$ cat config.mk
export PLATFORM = sky130hd
export DESIGN_NAME = imem_uart_loader
export DESIGN_NICKNAME = d
export VERILOG_FILES = /design/src/rtl/loader_pkg.sv /design/src/rtl/byte_assembler.sv /design/src/rtl/imem_uart_loader.sv
export SDC_FILE = /design/constraint.sdc
export NUM_CORES = 1
export LEC_CHECK = 0
export ABC_AREA = 1
export BUFFER_PORTS_ARGS = -buffer_cell sky130_fd_sc_hd__buf_2
export CORE_UTILIZATION = 48
export DETAILED_ROUTE_END_ITERATION = 10
export GPL_TIMING_DRIVEN = 1
export HOLD_SLACK_MARGIN = 0.03
export PLACE_DENSITY = 0.77
export SYNTH_ARGS = -nofsm -noshare
export SYNTH_HDL_FRONTEND = slang
export SYNTH_SLANG_ARGS = --single-unit
$ cat constraint.sdc
create_clock -name clk -period 4.7 [get_ports clk]
set_clock_uncertainty 0.1 [all_clocks]
set_input_delay 0.94 -clock clk [delete_from_list [all_inputs] [get_ports clk]]
set_output_delay 0.94 -clock clk [all_outputs]
set_load 0.1 [all_outputs]
$ cat src/rtl/loader_pkg.sv
// Shared types and constants for the UART boot loader and the fetch stage.
package loader_pkg;

    typedef enum logic [2:0] {
        IDLE,
        LEN,
        DATA,
        DONE,
        ERROR
    } loader_state_t;

    localparam int FRAME_BYTES_PER_WORD = 4;
    localparam int IMEM_DEPTH_DEFAULT   = 1024;

endpackage

$ cat src/rtl/byte_assembler.sv
// Packs a stream of UART bytes into little-endian 32-bit words.
module byte_assembler
    import loader_pkg::*;
(
    input  logic        clk,
    input  logic        rst,
    input  logic        clear,
    input  logic        byte_valid,
    input  logic [7:0]  byte_data,
    output logic        word_valid,
    output logic [31:0] word
);

    localparam int                CNT_W     = $clog2(FRAME_BYTES_PER_WORD);
    localparam logic [CNT_W-1:0]  LAST_BYTE = CNT_W'(FRAME_BYTES_PER_WORD - 1);

    logic [CNT_W-1:0] byte_cnt;
    logic [31:0]      shift_q;

    // Bytes enter at the top, so after four of them the first byte sits in [7:0].
    assign word       = {byte_data, shift_q[31:8]};
    assign word_valid = byte_valid && !clear && (byte_cnt == LAST_BYTE);

    // NOTE: reset is synchronous here, so rst lives inside the clocked block as a plain data condition.
    always_ff @(posedge clk) begin
        if (rst || clear) begin
            byte_cnt <= '0;
            shift_q  <= '0;
        end else if (byte_valid) begin
            byte_cnt <= byte_cnt + CNT_W'(1);
            shift_q  <= word;
        end
    end

endmodule

$ cat src/rtl/imem_uart_loader.sv
// Boot loader: receives a length-prefixed program image over UART and writes it into
// instruction memory while holding the pipeline.
module imem_uart_loader
    import loader_pkg::*;
#(
    parameter  int IMEM_DEPTH     = IMEM_DEPTH_DEFAULT,
    parameter  int TIMEOUT_CYCLES = 1_000_000,
    localparam int ADDR_W         = $clog2(IMEM_DEPTH)
) (
    input  logic              clk,
    input  logic              rst,
    input  logic              flash,
    input  logic              byte_received,
    input  logic [7:0]        uart_data,
    output logic              imem_we,
    output logic [ADDR_W-1:0] imem_addr,
    output logic [31:0]       imem_wdata,
    output logic              hold_pipeline,
    output logic              load_done,
    output logic              load_error
);

    localparam int              IDX_W    = ADDR_W + 1;
    localparam int              TO_W     = $clog2(TIMEOUT_CYCLES + 1);
    localparam logic [TO_W-1:0] TO_LIMIT = TO_W'(TIMEOUT_CYCLES - 1);

    loader_state_t    state;
    logic             flash_q;
    logic [IDX_W-1:0] word_idx;
    logic [IDX_W-1:0] word_count;
    logic [IDX_W-1:0] last_idx;
    logic [TO_W-1:0]  timeout_cnt;
    logic             in_frame;
    logic             asm_valid;
    logic [31:0]      asm_word;

    assign in_frame = (state == LEN) || (state == DATA);
    assign last_idx = word_count - IDX_W'(1);

    // Outside a frame the assembler is held clear, so an aborted partial word never survives.
    byte_assembler u_byte_assembler (
        .clk        (clk),
        .rst        (rst),
        .clear      (!in_frame),
        .byte_valid (byte_received),
        .byte_data  (uart_data),
        .word_valid (asm_valid),
        .word       (asm_word)
    );

    always_ff @(posedge clk) begin
        if (rst) begin
            state         <= IDLE;
            flash_q       <= 1'b0;
            word_idx      <= '0;
            word_count    <= '0;
            timeout_cnt   <= '0;
            imem_we       <= 1'b0;
            imem_addr     <= '0;
            imem_wdata    <= '0;
            hold_pipeline <= 1'b0;
            load_done     <= 1'b0;
            load_error    <= 1'b0;
        end else begin
            flash_q   <= flash;
            imem_we   <= 1'b0;
            load_done <= 1'b0;

            case (state)
                IDLE: begin
                    if (flash && !flash_q) begin
                        state         <= LEN;
                        load_error    <= 1'b0;
                        hold_pipeline <= 1'b1;
                        timeout_cnt   <= '0;
                    end
                end

                LEN, DATA: begin
                    // Abort beats a completed word; a strobe beats the timeout.
                    if (!flash) begin
                        state      <= ERROR;
                        load_error <= 1'b1;
                    end else if (asm_valid) begin
                        timeout_cnt <= '0;
                        if (state == LEN) begin
                            if (asm_word == 32'd0 || asm_word > 32'(IMEM_DEPTH)) begin
                                state      <= ERROR;
                                load_error <= 1'b1;
                            end else begin
                                word_count <= asm_word[IDX_W-1:0];
                                word_idx   <= '0;
                                state      <= DATA;
                            end
                        end else begin
                            imem_we    <= 1'b1;
                            imem_addr  <= word_idx[ADDR_W-1:0];
                            imem_wdata <= asm_word;
                            word_idx   <= word_idx + IDX_W'(1);
                            if (word_idx == last_idx) begin
                                state <= DONE;
                            end
                        end
                    end else if (byte_received) begin
                        timeout_cnt <= '0;
                    end else if (timeout_cnt == TO_LIMIT) begin
                        state      <= ERROR;
                        load_error <= 1'b1;
                    end else begin
                        timeout_cnt <= timeout_cnt + TO_W'(1);
                    end
                end

                DONE: begin
                    load_done     <= 1'b1;
                    hold_pipeline <= 1'b0;
                    state         <= IDLE;
                end

                ERROR: begin
                    if (!flash) begin
                        state         <= IDLE;
                        hold_pipeline <= 1'b0;
                    end
                end

                default: state <= IDLE;
            endcase
        end
    end

endmodule

==> out/qor.yml <==
status:
  status: "finished, final reports clean"
setup_path:
  rr_endpoint: "state[1]"
  required_ns: 4.90
  reg2reg_depth: 9
  max_stage_delay_ns: 0.60
  worst_setup_path_end_kind: "flip-flop"
  rr_startpoint: "state[2]"
  critPathMaxFanout: 50
  r2r_slack_ns: 2.25
  cp.arrival_ns: 3.02
  crit_cells: 8
  cp_num_buf_inv: 2
  cp-endpoint: "state[1]"
  crit_start: "byte_received"
  worstSetupPathType: "in -> reg"
  crit_family: "buffers and inverters"
  crit_top_cell: "nand2_1"
  start_kind: "input port"
  path_cells: "buf_2 -> nand2_1 -> nor3_2 -> nand2_1 -> inv_2 -> nand2_1 -> a21oi_1 -> nor2_1"
  critical_path.slowest_cell: "inv_2"
power_and_ir_drop:
  ir_drop_uv: 312.0
  power_mw: 2.951
  p_per_area_nw_per_um2: 460.3
  p_leak_nw: 2.493
floorplanning:
  num_rows: 38
  core-area_sq_um: 10980
  die_y_um: 108.7
  initial_utilization: 0.4979
  num_io_pins: 58
  die_area_sq_um: 11820
  die-width_um: 108.7
detailed_routing:
  wl_um: 12810
  drt-vias-per-instance: 5.185
  via_count: 5076
  drc_errors: 0
  wl_per_cell_um: 13.09
  drtAntennaViolNets: 0
  drtIter0Drc: 319
  dr.pass1.iters: 5
synth:
  synth_cell_type_count: 34
  netlist_area_sq_um: 5469
  postSynthCellCount: 780
  ys_ff_latch: 118
  ys_seq_area_frac: 0.4319
  yosysWarningCount: 0
  syn_avg_cell_area_sq_um: 7.012
  synth_edf_count: 0
  synth_fp_nets: 796
  ys_async_sr_fraction: 0
  synth-main-ff-cell: "dfxtp_1"
sta:
  slew_headroom: 0.4500
  final.setup.worst_slack_ns: 1.885
  setup_viol_count_final: 0
  setup-tns-final_ns: 0
  tightest_slew_ns: 0.8230
  layout_worst_path_cycle_share: 0.5990
  slew_violations: 0
  rsz0062_at_grt: "no"
  max_freq_mhz: 355.2
  finalCriticalPeriod_ns: 2.815
  hold_violations: 0
min_path:
  hold_class: "reg -> reg"
global_route:
  grt_max_degree: 67
  grt_pass1_vias: 4795
  antenna_found_initial: 0
  track_usage: 0.2358
  grt_pass1_wl_um: 22070
  grt_remaining_overflow: 0
placed_design:
  pre_cts_ws_ns: 1.475
  numPortBuffers: 57
  place.gp.congestion: 0.9147
  dpl.hpwl_um: 8618
layout:
  drive_above_1_share: 0.1442
  diodes: 0
  fill_cells: 1017
  synthToLayoutAreaGrowth_pct: 17.23
  fin_nets: 842
cts:
  cts.htree.levels: 4
  clock_sinks: 118
  ctsHoldBuffers: 0
  clkSlewWorstSetupHoldPaths_ns: 0.05
  cts_made_buffers: 17
  cts.repair.resized: 0
  cts_root_buf: "clkbuf_16"
  clock_tree.buffer_depth: 2
  postCtsSetupBuffers: 0
  tritoncts: "done"
  clkLatencyLatePin_ns: 0.42
job:
  maxCapViolCount: 0
-- worst min-delay path by stage --
stage | startpoint | endpoint | slack [ns] | cells after the start
finish | imem_wdata[15] | imem_wdata[15] | 0.36 | 2
global route | imem_wdata[7] | imem_wdata[7] | 0.38 | 2
CTS | imem_wdata[15] | imem_wdata[15] | 0.36 | 2
detailed placement | imem_wdata[10] | imem_wdata[10] | 0.35 | 2
global placement | imem_wdata[5] | imem_wdata[5] | 0.35 | 2
floorplan | u_byte_assembler.byte_cnt[1] | u_byte_assembler.byte_cnt[1] | 0.34 | 2
-- tightest hold or removal path: stages, from the launching register on --
cell	delay, ns
dfxtp_1	0.30
nand2_1	0.06
a21oi_1	0.05
-- Yosys cell counts, drive strengths merged, types with 2 or more instances --
| cell type | number | share of area |
|---|---|---|
| nand2 | 237 | 0.17 |
| dfxtp | 118 | 0.43 |
| a21oi | 101 | 0.093 |
| nor2 | 95 | 0.067 |
| inv | 58 | 0.040 |
| nand3 | 36 | 0.034 |
| nor3 | 26 | 0.027 |
| o21ai | 21 | 0.020 |
| buf | 17 | 0.021 |
| clkbuf | 15 | 0.010 |
| xor2 | 15 | 0.024 |
| a211oi | 11 | 0.024 |
| nand4 | 9 | 0.010 |
| xnor2 | 5 | 0.0080 |
| ha | 4 | 0.0092 |
| nor3b | 3 | 0.0041 |
| nor4 | 3 | 0.0034 |
| a31oi | 2 | 0.0023 |
| o21a | 2 | 0.0027 |
-- report_power, final --
part / internal (mW) / switching (mW)
Combinational: 0.112 / 0.380
Sequential: 1.04 / 0.0379
Clock: 0.908 / 0.477
-- registers in the layout, summed over array words and instances, names as in the netlist --
register	flops
flash_q	1
hold_pipeline	1
imem_addr	10
load_done	1
timeout_cnt	20
word_idx	11
load_error	1
u_byte_assembler.shift_q	24
imem_we	1
imem_wdata	32
word_count	11
state	3
u_byte_assembler.byte_cnt	2
-- stage by stage --
step                      utilization  instance area [sq um]  std cells  hold slack, ns
final                          0.5837                   6411        979          0.3593
after detailed placement       0.5259                   5776        947          0.3540
after global routing           0.5837                   6411        979          0.3763
after global placement         0.5259                   5776        947          0.3527
after CTS                      0.5837                   6411        979          0.3611
after floorplan                     -                   5469        780          0.3447
-- logic make-up (layout without fill, tap and decap cells) --
| logic type | Yosys count | after routing | synth area share |
|---|---|---|---|
| buf+inv | 90 | 149 | 0.07069 |
| xor+xnor | 20 | 20 | 0.03203 |
| flops | 118 | 118 | 0.4319 |
| fa+ha+maj | 4 | 4 | 0.009152 |
| compound gates | 138 | 138 | 0.1441 |
| simple gates | 410 | 410 | 0.3121 |
-- area by class of cell --
cell class / instances / area [sq um] / area share
multi-input cells: 572 / 2720 / 0.4243
flip-flops and latches: 118 / 2362 / 0.3685
clock buffers: 19 / 442.9 / 0.06909
repair buffers: 59 / 300.3 / 0.04684
inverters: 58 / 217.7 / 0.03396
clock inverters: 13 / 192.7 / 0.03005
well taps: 140 / 175.2 / 0.02732
-- metal layers --
layer | global-route usage | vias up | share of wire
li1 | - | 2635 | -
met1 | 0.2968 | 2294 | 0.46
met2 | 0.3906 | 128 | 0.47
met3 | 0.05918 | 19 | 0.055
met4 | 0.08301 | 0 | 0.015
met5 | 0 | - | 0
-- cell usage in the layout, fill, tap and decap left out, drive strengths merged --
cell,Yosys,routed
dfxtp,118,118
xnor2,5,5
buf,17,59
nand2,237,237
clkinv,0,3
ha,4,4
nand3,36,36
o21a,2,2
clkinvlp,0,2
xor2,15,15
o211a,1,1
nor4,3,3
nor2,95,95
clkbuf,15,19
nor3,26,26
a21oi,101,101
bufinv,0,4
nand4,9,9
inv,58,62
a211oi,11,11
nor3b,3,3
a31oi,2,2
o21ai,21,21
nand3b,1,1
No activity file was read; power rests on OpenSTA's default activity.
